--- src/rtl/gpo_bank_ctrl.sv ---
// Bank of general-purpose output channels. Each channel has its own FSM that
// adds break-before-make dead time and a bias-supply check before it drives.
module gpo_bank_ctrl #(
  parameter int NCH       = 8,
  parameter int DEADTIME  = 4,
  parameter int BIAS_WAIT = 16,
  localparam int CHW      = (NCH > 1) ? $clog2(NCH) : 1
) (
  input  logic               CLK_I,
  input  logic               RST_I,
  input  logic               CFG_VALID_I,
  output logic               CFG_READY_O,
  input  logic [CHW-1:0]     CFG_CH_I,
  input  logic [1:0]         CFG_MODE_I,
  input  logic [1:0]         CFG_DS_I,
  input  logic               CFG_SR_I,
  input  logic [NCH-1:0]     DATA_I,
  input  logic               VBIAS_OK_I,
  input  logic [NCH-1:0]     ERR_CLR_I,
  output logic [NCH-1:0]     DO_O,
  output logic [NCH-1:0]     OE_O,
  output logic [NCH-1:0]     ODP_O,
  output logic [NCH-1:0]     ODN_O,
  output logic [NCH-1:0]     SR_O,
  output logic [2*NCH-1:0]   DS_O,
  output logic [NCH-1:0]     BUSY_O,
  output logic [NCH-1:0]     ERR_O
);

  localparam int CMAX = (DEADTIME > BIAS_WAIT) ? DEADTIME : BIAS_WAIT;
  localparam int CW   = $clog2(CMAX + 1);

  typedef enum logic [1:0] {
    S_HIZ,
    S_DEAD,
    S_WAIT,
    S_ACTIVE
  } state_t;

  state_t           state_q [NCH];
  state_t           state_d [NCH];
  logic [CW-1:0]    cnt_q   [NCH];
  logic [CW-1:0]    cnt_d   [NCH];
  logic [1:0]       lmode_q [NCH];
  logic [1:0]       lmode_d [NCH];
  logic [1:0]       lds_q   [NCH];
  logic [1:0]       lds_d   [NCH];
  logic [NCH-1:0]   lsr_q, lsr_d;
  logic [NCH-1:0]   do_q;
  logic [NCH-1:0]   sr_q, sr_d;
  logic [NCH-1:0]   odp_q, odp_d;
  logic [NCH-1:0]   odn_q, odn_d;
  logic [NCH-1:0]   err_q, err_d;
  logic [2*NCH-1:0] ds_q, ds_d;
  logic [NCH-1:0]   err_set;
  logic [NCH-1:0]   hit;
  logic             ready;

  // Out-of-range channel numbers match no channel and are always ready.
  always_comb begin
    ready = 1'b1;
    hit   = '0;
    for (int unsigned n = 0; n < NCH; n++) begin
      if (CFG_CH_I == CHW'(n)) begin
        hit[n] = 1'b1;
        ready  = (state_q[n] == S_HIZ) || (state_q[n] == S_ACTIVE);
      end
    end
  end

  always_comb begin
    state_d = state_q;
    cnt_d   = cnt_q;
    lmode_d = lmode_q;
    lds_d   = lds_q;
    lsr_d   = lsr_q;
    ds_d    = ds_q;
    sr_d    = sr_q;
    odp_d   = odp_q;
    odn_d   = odn_q;
    err_set = '0;
    for (int unsigned n = 0; n < NCH; n++) begin
      case (state_q[n])
        S_DEAD: begin
          if (cnt_q[n] == CW'(1)) begin
            // Pad controls switch only here, while OE is still low.
            ds_d[2*n +: 2] = lds_q[n];
            sr_d[n]        = lsr_q[n];
            odp_d[n]       = (lmode_q[n] == 2'b10);
            odn_d[n]       = (lmode_q[n] == 2'b11);
            if ((lds_q[n] == 2'b00) || VBIAS_OK_I) begin
              state_d[n] = S_ACTIVE;
              cnt_d[n]   = '0;
            end else begin
              state_d[n] = S_WAIT;
              cnt_d[n]   = CW'(BIAS_WAIT);
            end
          end else begin
            cnt_d[n] = cnt_q[n] - 1'b1;
          end
        end
        S_WAIT: begin
          if (VBIAS_OK_I) begin
            state_d[n] = S_ACTIVE;
            cnt_d[n]   = '0;
          end else if (cnt_q[n] == CW'(1)) begin
            state_d[n] = S_HIZ;
            cnt_d[n]   = '0;
            err_set[n] = 1'b1;
          end else begin
            cnt_d[n] = cnt_q[n] - 1'b1;
          end
        end
        S_ACTIVE: begin
          if ((ds_q[2*n +: 2] != 2'b00) && !VBIAS_OK_I) begin
            state_d[n] = S_HIZ;
            err_set[n] = 1'b1;
          end
        end
        default: ;
      endcase

      if (CFG_VALID_I && ready && hit[n]) begin
        if (CFG_MODE_I == 2'b00) begin
          state_d[n] = S_HIZ;
          cnt_d[n]   = '0;
        end else begin
          lmode_d[n] = CFG_MODE_I;
          lds_d[n]   = CFG_DS_I;
          lsr_d[n]   = CFG_SR_I;
          state_d[n] = S_DEAD;
          cnt_d[n]   = CW'(DEADTIME);
        end
      end
    end
    err_d = (err_q & ~ERR_CLR_I) | err_set;
  end

  always_ff @(posedge CLK_I) begin
    if (RST_I) begin
      for (int unsigned n = 0; n < NCH; n++) begin
        state_q[n] <= S_HIZ;
        cnt_q[n]   <= '0;
        lmode_q[n] <= '0;
        lds_q[n]   <= '0;
      end
      lsr_q <= '0;
      do_q  <= '0;
      sr_q  <= '0;
      odp_q <= '0;
      odn_q <= '0;
      err_q <= '0;
      ds_q  <= '0;
    end else begin
      state_q <= state_d;
      cnt_q   <= cnt_d;
      lmode_q <= lmode_d;
      lds_q   <= lds_d;
      lsr_q   <= lsr_d;
      do_q    <= DATA_I;
      sr_q    <= sr_d;
      odp_q   <= odp_d;
      odn_q   <= odn_d;
      err_q   <= err_d;
      ds_q    <= ds_d;
    end
  end

  always_comb begin
    OE_O   = '0;
    BUSY_O = '0;
    for (int unsigned n = 0; n < NCH; n++) begin
      OE_O[n]   = (state_q[n] == S_ACTIVE);
      BUSY_O[n] = (state_q[n] == S_DEAD) || (state_q[n] == S_WAIT);
    end
  end

  assign CFG_READY_O = ready;
  assign DO_O        = do_q;
  assign SR_O        = sr_q;
  assign ODP_O       = odp_q;
  assign ODN_O       = odn_q;
  assign DS_O        = ds_q;
  assign ERR_O       = err_q;

endmodule
--- config.mk ---
export PLATFORM = sky130hd
export DESIGN_NAME = gpo_bank_ctrl
export DESIGN_NICKNAME = d
export VERILOG_FILES = /design/src/rtl/gpo_bank_ctrl.sv
export SDC_FILE = /design/constraint.sdc
export NUM_CORES = 1
export LEC_CHECK = 0
export BUFFER_PORTS_ARGS = -buffer_cell sky130_fd_sc_hd__buf_2
export CORE_MARGIN = 2
export CORE_UTILIZATION = 53
export CTS_CLUSTER_DIAMETER = 80
export DETAILED_ROUTE_END_ITERATION = 12
export GPL_TIMING_DRIVEN = 0
export PLACE_DENSITY = 0.75
export SYNTH_ARGS = -nofsm -noshare
export SYNTH_HDL_FRONTEND = slang
export SYNTH_SLANG_ARGS = --single-unit
--- constraint.sdc ---
create_clock -name CLK_I -period 1.7 [get_ports CLK_I]
set_input_delay 0.17 -clock CLK_I [delete_from_list [all_inputs] [get_ports CLK_I]]
set_output_delay 0.17 -clock CLK_I [all_outputs]
set_load 0.01 [all_outputs]
==> metrics.md <==
| Metric | Value |
|---|---|
| Outcome | `complete, but fails checks` |
| Violations in the final reports | `setup timing` |
| Number of fill cells | `1040` |
| Critical path data arrival time | `1.90 ns` |
| Slew margin rel. | `0.304` |
| Most used flip-flop cell after synthesis | `sky130_fd_sc_hd__dfxtp_1` |
| Tcrit/Tclk final | `1.22` |
| Post-route ant nets | `0` |
| Root Driver | `sky130_fd_sc_hd__clkbuf_16` |
| Std-Cell Rows | `44` |
| Power Total | `17.7 mW` |
| Power density over cell area | `1700 mW/mm²` |
| Buffers and inverters on the worst path | `2` |
| Area growth from synthesis to layout | `34.6%` |
| Endpoints failing setup | `5` |
| Maximum capacitance violations | `0` |
| Ranking of synthesized cells by area | `sky130_fd_sc_hd__dfxtp_1 (39%), sky130_fd_sc_hd__a21oi_1 (7.6%), sky130_fd_sc_hd__ha_1 (6.6%)` |
| Critical path peak fanout | `2` |
| Setup crit start kind | `flop` |
| Initial antenna violation count | `0` |
| Vias in the first global route | `7299` |
| Worst path setup slack after routing | `-0.366 ns` |
| Class of the tightest hold or removal check | `in2reg` |
| CTS H-tree lvls | `4` |
| Worst EP required | `1.53 ns` |
| Largest buffer count on any clock path | `2` |
| Diodes inserted | `0` |
| Wire length of the first global-routing pass | `37900 µm` |
| Die height | `125 µm` |
| Yosys synthesis warning count | `0` |
| Hold Fails Final Rpt | `0` |
| I/O pin count | `101` |
| Number of buffers inserted during clock tree synthesis | `17` |
| Initial Utilization | `0.537` |
| Beginning of the worst hold path | `ERR_CLR_I[6]` |
| Maximum clock skew at final layout | `0.0102 ns` |
| Flip-flop and latch count after synthesis | `152` |
| Count of clock tree sinks | `152` |
| Total congestion overflow | `0` |
| Synth top area share | `0.393` |
| Worst-margin pin slew | `1.04 ns` |
| Insertion delay of the later-clocked pin in the worst-skew pair | `0.44 ns` |
| Critical path's top delay family | `multiplexers` |
| Cells after synthesis | `957` |
| Most frequent cells after synthesis | `sky130_fd_sc_hd__dfxtp_1 (152), sky130_fd_sc_hd__nand2_1 (129), sky130_fd_sc_hd__a21oi_1 (117)` |
| Share of cells above drive strength 1 | `0.319` |
| Highest achievable clock rate | `0.484 GHz` |
| Slack of the worst reg-to-reg path | `-0.14 ns` |
| Final instance area | `0.0104 mm²` |
| Number of enable flip-flop cells after synthesis | `0` |
| Leading area contributor after synthesis | `sky130_fd_sc_hd__dfxtp_1` |
| Netlist cell types | `67` |
| Proportion of power drawn by flip-flops and latches | `0.283` |
| Clock input transition at the sequential cells of the worst setup and hold paths | `0.06 ns` |
| Detail Placement HPWL | `15300 µm` |
| Post-Synthesis Net Count | `1026` |
| Reg2Reg Capture Point | `state_q[0]` |
| Input/output buffers | `96` |
| Power dissipated by switching net loads | `6.47 mW` |
| Internal Dissipation | `11.2 mW` |
| CP Capture Type | `output pin` |
| Routed Wire Length | `25300 µm` |
| Synthesized area | `0.00774 mm²` |
| WS Path Type | `reg2out` |
| Path length in cells of the critical path | `5` |
| Sequential area share after synthesis | `0.393` |
| Routed vias/inst | `6.07` |
| Slowest stage cell on the critical path | `sky130_fd_sc_hd__mux4_2` |
| Fraction of registers with async set/reset | `0` |
| Cell-by-cell trace of the critical path | `inv_2 > ha_4 > mux4_2 > a21o_1 > buf_2` |
| First-pass iteration count of the detailed router | `5` |
| Top-count cell post-synth | `sky130_fd_sc_hd__dfxtp_1` |
| Critical path destination | `CFG_READY_O` |
| Placeable core region | `0.0144 mm²` |
| Final layout net count | `1198` |
| Cell area reported after detailed placement | `0.00851 mm²` |
| Post-detailed-route DRC marker count | `0` |
| Length in cells of the worst reg-to-reg path | `9` |
| Global-route usage over all layers | `0.305` |
| Crit path largest cell delay | `0.46 ns` |
| Timing startpoint of the critical path | `state_q[0]` |
| Per-cell routed wire length | `19.1 µm` |
| Worst reg2reg path startpoint | `state_q[0]` |
| DRC marker count from the first detailed-route iteration | `731` |
| Mean cell area of the mapped netlist | `8.09 µm²` |
| Clock power frac | `0.258` |
| Die Outline Area | `0.0156 mm²` |
| Total via count after detailed routing | `8055` |
| Share of total power in combinational logic | `0.460` |
| Unrepaired setup endpoints after global routing | `yes` |
| Largest net degree at the start of global routing | `17` |
| Final TNS setup | `-0.611 ns` |
| Horizontal die dimension | `125 µm` |
| Slew Limit Fails | `0` |
| Leak Pwr | `4.39 nW` |
| Final estimated routing congestion in global placement | `0.915` |
| Crit path time final | `2.07 ns` |
| IR drop worst, VDD | `0.876 mV` |
| CTS tree | `yes` |
| Switching part of the total | `0.366` |
## logic make-up (layout without fill, tap and decap cells)
| family | after synthesis | count (layout) | share of synthesized area |
|---|---|---|---|
| and+or+nand+nor | 398 | 398 | 0.259 |
| AOI/OAI and AO/OA | 228 | 228 | 0.184 |
| DFF | 152 | 152 | 0.393 |
| buffers and inverters | 105 | 290 | 0.0535 |
| adders and majority gates | 41 | 41 | 0.0662 |
| muxes | 29 | 29 | 0.0399 |
| xor gates and xnor gates | 4 | 4 | 0.00452 |
## worst register-to-register path, delay by kind of cell, from the launching register on
| kind | cells | cell delay [ns] |
|---|---|---|
| compound gates | 2 | 0.37 |
| flops | 1 | 0.35 |
| buf+inv | 4 | 0.46 |
| fa+ha+maj | 1 | 0.23 |
| simple gates | 2 | 0.33 |
## worst min-delay path by stage
stage / to / slack (ns) / depth (start not counted)
2_1_floorplan: DO_O[0] / 0.30 / 1
3_3_place_gp: DO_O[3] / 0.38 / 2
3_5_place_dp: DO_O[5] / 0.39 / 2
4_1_cts: ERR_O[0] / 0.02 / 3
5_1_grt: ERR_O[6] / 0.05 / 3
6_report: ERR_O[6] / 0.03 / 3
## per-layer routing
layer  vias to the layer above  global-route usage  wire [µm]
met3                        87              0.0657       2480
li1                       3704                   -          -
met5                         -                   0          0
met2                       448               0.491      11800
met1                      3816               0.399      10200
met4                         0               0.123        848
## flip-flops by register name, indices dropped and copies added (netlist names)
register,flops
ODN_O,8
DS_O,16
ERR_O,8
ODP_O,8
lmode_q,16
DO_O,8
SR_O,8
lsr_q,8
lds_q,16
state_q,16
cnt_q,40
## metrics by stage
step	setup slack [ns]	hold WS, ns	utilization	cells
2_1_floorplan	-0.0659	0.298	-	957
4_1_cts	-0.443	0.0234	0.682	1302
3_3_place_gp	-0.764	0.377	0.590	1237
6_report	-0.366	0.0303	0.723	1326
5_1_grt	-0.398	0.0498	0.723	1326
3_5_place_dp	-0.770	0.386	0.590	1237
## layout make-up
type	count	area, µm²	area share
buffer	38	220	0.0211
timing repair buffer	160	1030	0.0985
clock buffer	20	467	0.0448
tap	184	230	0.0221
clock inverter	12	244	0.0234
sequential	152	3100	0.297
multi-input combinational	700	4910	0.471
inverter	60	229	0.0220
## repair_timing
| item | in CTS | in global routing |
|---|---|---|
| cloned | 0 | 0 |
| setup buffers | 31 | 25 |
| pin swaps | 13 | 41 |
| hold buffers | 8 | 0 |
| resized for setup | 80 | 124 |
| endpoints found under the setup margin | 83 | 89 |
| endpoints found under the hold margin | 8 | 0 |
## placed cells by master, fill, tap and decap left out, types with 12 or more instances in the layout
cell type | netlist | final
sky130_fd_sc_hd__a21oi_1 | 117 | 110
sky130_fd_sc_hd__buf_2 | 4 | 96
sky130_fd_sc_hd__buf_4 | 2 | 57
sky130_fd_sc_hd__clkbuf_1 | 33 | 14
sky130_fd_sc_hd__clkbuf_16 | 0 | 17
sky130_fd_sc_hd__dfxtp_1 | 152 | 122
sky130_fd_sc_hd__dfxtp_2 | 0 | 24
sky130_fd_sc_hd__ha_1 | 41 | 23
sky130_fd_sc_hd__ha_4 | 0 | 14
sky130_fd_sc_hd__inv_1 | 60 | 47
sky130_fd_sc_hd__inv_2 | 0 | 12
sky130_fd_sc_hd__mux2i_1 | 26 | 25
sky130_fd_sc_hd__nand2_1 | 129 | 122
sky130_fd_sc_hd__nand3_1 | 31 | 28
sky130_fd_sc_hd__nor2_1 | 102 | 94
sky130_fd_sc_hd__nor2b_1 | 29 | 20
sky130_fd_sc_hd__nor3_1 | 19 | 16
sky130_fd_sc_hd__o21ai_0 | 23 | 16
## power groups by stage
stage	registers, mW	logic [mW]	clock network (mW)
floorplan	4.73	4.54	0
global placement	4.85	5.64	0
detailed placement	4.87	5.75	0
CTS	4.86	6.78	4.55
global route	5.06	8.81	4.73
finish	5.00	8.13	4.56
Note: power is estimated with default switching activity, not from simulation.
